===== src/rtl/prog_sequence_counter.sv =====
// prog_sequence_counter
//
// Programmable sequence counter. It steps through a writable table of
// WIDTH-bit codes, so one block can produce binary, Gray, Johnson or any
// custom pattern. After reset the table holds i mod 2^WIDTH, which makes
// the default behaviour a plain binary counter.
//
// Build option:
//   SEQCNT_ONESHOT_EN - when defined, cfg_oneshot (latched on start) makes
//                       a pass end in DONE instead of wrapping. When it is
//                       not defined, cfg_oneshot is ignored and every pass
//                       wraps.
//
// Ports:
//   clk         rising-edge clock
//   reset       synchronous, active-high reset (this also restores the table)
//   start       begin or restart a pass at the first entry
//   stop        go to IDLE and hold dataout/index (stop wins over start)
//   en          step enable while running
//   dir         0 = forward, 1 = reverse; sampled on every step and on start
//   cfg_len     sequence length, latched on start (0 or >DEPTH means DEPTH)
//   cfg_oneshot stop after one pass (used only with SEQCNT_ONESHOT_EN)
//   wr_en       table write strobe; accepted in any state
//   wr_addr     table write index; writes at or above DEPTH are dropped
//   wr_data     table write value
//   dataout     current code (registered)
//   index       table index of dataout
//   wrap        one-cycle pulse while dataout shows the wrapped-to entry
//   busy        high while in RUN
//
// Handshake: there is no valid/ready pairing here. start, stop, en and
// wr_en are single-cycle level strobes sampled on every rising clk edge. A
// step that is sampled on edge N is visible on the outputs after edge N.
module prog_sequence_counter #(
  parameter int WIDTH = 4,
  parameter int DEPTH = 8
) (
  input  logic                         clk,
  input  logic                         reset,
  input  logic                         start,
  input  logic                         stop,
  input  logic                         en,
  input  logic                         dir,
  input  logic [$clog2(DEPTH+1)-1:0]   cfg_len,
  input  logic                         cfg_oneshot,
  input  logic                         wr_en,
  input  logic [$clog2(DEPTH)-1:0]     wr_addr,
  input  logic [WIDTH-1:0]             wr_data,
  output logic [WIDTH-1:0]             dataout,
  output logic [$clog2(DEPTH)-1:0]     index,
  output logic                         wrap,
  output logic                         busy
);

  localparam int IDX_W = $clog2(DEPTH);
  localparam int LEN_W = $clog2(DEPTH+1);

  localparam logic [1:0] ST_IDLE = 2'd0;
  localparam logic [1:0] ST_RUN  = 2'd1;
`ifdef SEQCNT_ONESHOT_EN
  localparam logic [1:0] ST_DONE = 2'd2;
`endif

  logic [1:0]       state_q, state_d;
  logic [WIDTH-1:0] dataout_q, dataout_d;
  logic [IDX_W-1:0] index_q, index_d;
  logic             wrap_q, wrap_d;
  logic [LEN_W-1:0] len_q, len_d;
  logic [WIDTH-1:0] table_q [DEPTH];
  logic [WIDTH-1:0] table_d [DEPTH];

`ifdef SEQCNT_ONESHOT_EN
  logic             oneshot_q, oneshot_d;
`else
  // cfg_oneshot has no function in this build.
  logic             unused_cfg_oneshot;
  assign unused_cfg_oneshot = cfg_oneshot;
`endif

  // Length that start would latch: 0 and anything above DEPTH mean "full table".
  logic [LEN_W-1:0] cfg_len_eff;
  logic [IDX_W-1:0] start_idx;
  // Step helpers, all relative to the length latched for the current pass.
  logic [LEN_W-1:0] len_last;
  logic             at_last;
  logic             at_first;
  logic             step_wrap;
  logic [IDX_W-1:0] step_idx;
  logic             wr_ok;

  always_comb begin
    cfg_len_eff = cfg_len;
    if (cfg_len == '0 || cfg_len > LEN_W'(DEPTH)) begin
      cfg_len_eff = LEN_W'(DEPTH);
    end
    start_idx = dir ? IDX_W'(cfg_len_eff - LEN_W'(1)) : '0;

    len_last  = len_q - LEN_W'(1);
    at_last   = (LEN_W'(index_q) == len_last);
    at_first  = (index_q == '0);
    step_wrap = dir ? at_first : at_last;
    if (dir) begin
      step_idx = at_first ? IDX_W'(len_last) : index_q - IDX_W'(1);
    end else begin
      step_idx = at_last ? '0 : index_q + IDX_W'(1);
    end
  end

  // Table write port. The read for a step uses table_q, so a write that
  // lands in the same cycle as a step to that address is seen on the next
  // load and not on this one.
  always_comb begin
    wr_ok = wr_en && ({1'b0, wr_addr} < (IDX_W+1)'(DEPTH));
    for (int i = 0; i < DEPTH; i++) begin
      table_d[i] = table_q[i];
    end
    if (wr_ok) begin
      table_d[wr_addr] = wr_data;
    end
  end

  // Control FSM
  always_comb begin
    state_d   = state_q;
    dataout_d = dataout_q;
    index_d   = index_q;
    wrap_d    = 1'b0;
    len_d     = len_q;
`ifdef SEQCNT_ONESHOT_EN
    oneshot_d = oneshot_q;
`endif

    if (stop) begin
      state_d = ST_IDLE;
    end else if (start) begin
      // Start or restart from the first entry. This path never raises wrap.
      state_d   = ST_RUN;
      len_d     = cfg_len_eff;
      index_d   = start_idx;
      dataout_d = table_q[start_idx];
`ifdef SEQCNT_ONESHOT_EN
      oneshot_d = cfg_oneshot;
`endif
    end else if (state_q == ST_RUN && en) begin
`ifdef SEQCNT_ONESHOT_EN
      if (oneshot_q && step_wrap) begin
        // The pass ends on its last entry; that entry stays on dataout.
        state_d = ST_DONE;
        wrap_d  = 1'b1;
      end else begin
        index_d   = step_idx;
        dataout_d = table_q[step_idx];
        wrap_d    = step_wrap;
      end
`else
      index_d   = step_idx;
      dataout_d = table_q[step_idx];
      wrap_d    = step_wrap;
`endif
    end
  end

  always_ff @(posedge clk) begin
    if (reset) begin
      state_q   <= ST_IDLE;
      dataout_q <= '0;
      index_q   <= '0;
      wrap_q    <= 1'b0;
      len_q     <= LEN_W'(DEPTH);
`ifdef SEQCNT_ONESHOT_EN
      oneshot_q <= 1'b0;
`endif
      for (int i = 0; i < DEPTH; i++) begin
        table_q[i] <= WIDTH'(i);
      end
    end else begin
      state_q   <= state_d;
      dataout_q <= dataout_d;
      index_q   <= index_d;
      wrap_q    <= wrap_d;
      len_q     <= len_d;
`ifdef SEQCNT_ONESHOT_EN
      oneshot_q <= oneshot_d;
`endif
      for (int i = 0; i < DEPTH; i++) begin
        table_q[i] <= table_d[i];
      end
    end
  end

  assign dataout = dataout_q;
  assign index   = index_q;
  assign wrap    = wrap_q;
  assign busy    = (state_q == ST_RUN);

endmodule


===== config.mk =====
export PLATFORM = sky130hd
export DESIGN_NAME = prog_sequence_counter
export DESIGN_NICKNAME = d
export VERILOG_FILES = /design/src/rtl/prog_sequence_counter.sv
export SDC_FILE = /design/constraint.sdc
export NUM_CORES = 1
export LEC_CHECK = 0
export BUFFER_PORTS_ARGS = -buffer_cell sky130_fd_sc_hd__buf_2
export CORE_MARGIN = 2
export CORE_UTILIZATION = 55
export CTS_BUF_LIST = sky130_fd_sc_hd__clkbuf_4 sky130_fd_sc_hd__clkbuf_8
export DETAILED_ROUTE_END_ITERATION = 6
export GPL_ROUTABILITY_DRIVEN = 0
export PLACE_DENSITY = 0.72
export SETUP_SLACK_MARGIN = 0.05
export SLEW_MARGIN = 20
export SYNTH_ARGS = -nofsm -noshare
export SYNTH_HDL_FRONTEND = slang
export SYNTH_SLANG_ARGS = --single-unit

===== constraint.sdc =====
create_clock -name clk -period 3.5 [get_ports clk]
set_clock_uncertainty 0.2 [all_clocks]
set_input_delay 0.35 -clock clk [delete_from_list [all_inputs] [get_ports clk]]
set_output_delay 0.35 -clock clk [all_outputs]
set_load 0.005 [all_outputs]

==> results_dict.tcl <==
set metrics [dict create \
    status "finished, final reports clean" \
    internal_power_mw 0.838 \
    critPathKind "reg -> reg" \
    maxCapViolCount 0 \
    avgSynthCellArea_um2 8.28 \
    setup.worst_path.end_class "register" \
    hold_path.class "in -> reg" \
    nets 360 \
    postRouteAntennaNets 0 \
    syn_nets 343 \
    endpoint "dataout[1]" \
    drc 0 \
    holdBufCountCts 0 \
    multi_input_area_um2 1610 \
    tns_ps 0 \
    worst_setup_path_start_kind "register" \
    clockBufferDepth 2 \
    crit_chain "inv_1 > ha_1 > xor2_1 > nor4b_1 > o21a_1 > or2_1 > a2111oi_0 > or4_1 > a311oi_1" \
    synth_ff_type "dfxtp_1" \
    power_density_nw_per_um2 405 \
    ys_seq_elements 45 \
    fin_total_pwr_mw 1.17 \
    layout_common_cells "nor2_1 (56), dfxtp_1 (45), mux2i_1 (32)" \
    worstPathArrival_ps 3060 \
    numCtsBuffers 5 \
    drt_pass1_iterations 5 \
    clkTransAtPathRegs_ps 90 \
    post_cts_buffers 0 \
    slowest_stage "or4_1" \
    antenna_found_initial 0 \
    final-hold-violation-count 0 \
    worstRegToRegCells 9 \
    slew_violations 0 \
    wl_per_cell_um 16.1 \
    leakagePower_nw 1.17 \
    tritoncts "yes" \
    rrSetupSlack_ps 460 \
    dieArea_um2 5370 \
    rows 25 \
    place.port_buffers 26 \
    grt_use_total_pct 25.9 \
    period_needed_ps 3040 \
    cp.buffers_inverters 1 \
    power_frac_comb_pct 19.3 \
    gr-total-overflow 0 \
    setup-violations-final 0 \
    pwr-share-seq_pct 46.6 \
    core_area_um2 4660 \
    path_depth 9 \
    async_flop_share_pct 0 \
    syn_inst 319 \
    area_delta_synth_final_pct 9.67 \
    diodes 0 \
    p_sw_mw 0.336 \
    worstReg2RegEnd "dataout[1]" \
    ys_types 54 \
    synth_edf_count 0 \
    io_pins 28 \
    wl_mm 6.30 \
    grt_pass1_vias 2226 \
    fin_crit_sh_pct 86.8 \
    synth_area_um2 2640 \
    die_h_um 73.3 \
    crit_start "len_q[0]" \
    ys_seq_area_share_pct 34.1 \
    h-tree-depth 2 \
    max_slew_margin_pct 42.5 \
    final_common_cell "nor2_1" \
    n_fill_cell 425 \
    grt_pass1_wl_mm 10.6 \
    cts_root_buf "clkbuf_8" \
    rsz0062_at_grt "false" \
    r2r-start "len_q[0]" \
    crit_family "simple AND/OR/NAND/NOR gates" \
    avgViaCountPerCell 6.14 \
    slowest_delay_ps 480 \
    fmax_ghz 0.329 \
    drt_iter0_drc 200 \
    drive_gt1_share_pct 13.4 \
    yosysWarningCount 0 \
    max-vdd-ir-drop_mv 0.218 \
    worstHoldStart "stop" \
    cts.sinks 45 \
    die_w_um 73.3 \
    crit_fanout 10 \
    vias 2400 \
    clk_latency_ps 310 \
    seq_area_um2 901 \
    p_sw_share_pct 28.6 \
    dp.final_hpwl_mm 4.67 \
    worst_pin_slew_ps 860 \
    clockPowerShare_pct 34.1 \
    postCtsResizedCells 0 \
    cp_data_required_time_ps 3520 \
    grt_max_degree 46 \
    initial_core_util_pct 56.6 \
]
metrics by stage:
stage	instances	hold slack [ps]	area, um^2	util, %	setup slack (ps)
floorplan	319	229	2640	-	739
global placement	383	247	2780	59.7	534
detailed placement	383	259	2780	59.7	506
CTS	391	43.7	2900	62.1	495
global route	391	50.0	2900	62.1	204
finish	391	50.3	2900	62.1	464
layout make-up:
class | count | share of cell area (%)
timing repair buffer | 31 | 5.79
sequential | 45 | 31.1
clock inverter | 3 | 1.60
inverter | 10 | 1.30
clock buffer | 5 | 2.38
tap | 54 | 2.33
multi-input combinational | 243 | 55.5
cell usage after synthesis, types with 3 or more instances:
| cell | count | area [um^2] |
|---|---|---|
| a211o_1 | 13 | 114 |
| nand2b_1 | 8 | 50.1 |
| a2111oi_0 | 3 | 26.3 |
| nor3_1 | 10 | 50.1 |
| nand3_1 | 5 | 25.0 |
| o31a_1 | 3 | 26.3 |
| buf_2 | 4 | 20.0 |
| mux2_2 | 5 | 56.3 |
| a211oi_1 | 8 | 60.1 |
| inv_1 | 10 | 37.5 |
| nor2_1 | 56 | 210 |
| a222oi_1 | 3 | 30.0 |
| o21ai_0 | 8 | 40.0 |
| a21oi_1 | 11 | 55.1 |
| dfxtp_1 | 45 | 901 |
| mux2i_1 | 32 | 320 |
| nor3b_1 | 3 | 22.5 |
| clkbuf_1 | 15 | 56.3 |
| and3_1 | 4 | 25.0 |
| nand4b_1 | 3 | 26.3 |
| xnor2_1 | 3 | 26.3 |
| nand2_1 | 19 | 71.3 |
| nor2b_1 | 6 | 37.5 |
| ha_1 | 5 | 62.6 |
how the worst min path moves through the flow:
stage                    endpoint  slack [ps]  depth (start not counted)
global route           state_q[0]          50                          2
global placement    table_q[3][0]         250                          1
detailed placement  table_q[3][0]         260                          1
floorplan              state_q[0]         230                          1
finish                 state_q[0]          50                          2
CTS                    state_q[0]          40                          2
power groups by stage:
stage,Combinational [mW],Sequential (mW),Clock [mW]
CTS,0.225,0.547,0.414
global placement,0.222,0.558,0
finish,0.227,0.547,0.400
floorplan,0.170,0.555,0
detailed placement,0.224,0.559,0
global route,0.253,0.550,0.428
worst reg2reg max path: stages, from the launching register on:
cell       delay (ps)
dfxtp_1           450
inv_1              90
ha_1              240
xor2_1            160
nor4b_1           330
o21a_1            390
or2_1             280
a2111oi_0          90
or4_1             480
a311oi_1          250
state kept, by name (all words and copies together) (netlist names):
name and flops:
index 3, len_q 4, dataout 4, table_q 32, wrap 1, state_q 1
routing by layer:
metal / vias up / global-route usage (%) / wire length (um)
met3: 20 / 4.94 / 390
met1: 1091 / 34.9 / 2860
li1: 1193 / - / -
met5: - / 0 / 0
met2: 96 / 40.2 / 2900
met4: 0 / 11.3 / 140
kinds of logic (layout without fill, tap and decap cells):
kind of cell	Yosys count	count (layout)	synth area share, %
xor+xnor	5	5	1.66
compound gates	71	71	19.8
mux	38	38	14.7
fa+ha+maj	5	5	2.37
simple gates	124	124	22.3
flops	45	45	34.1
buf+inv	31	49	5.02
Power figures use the tool's default switching activity.
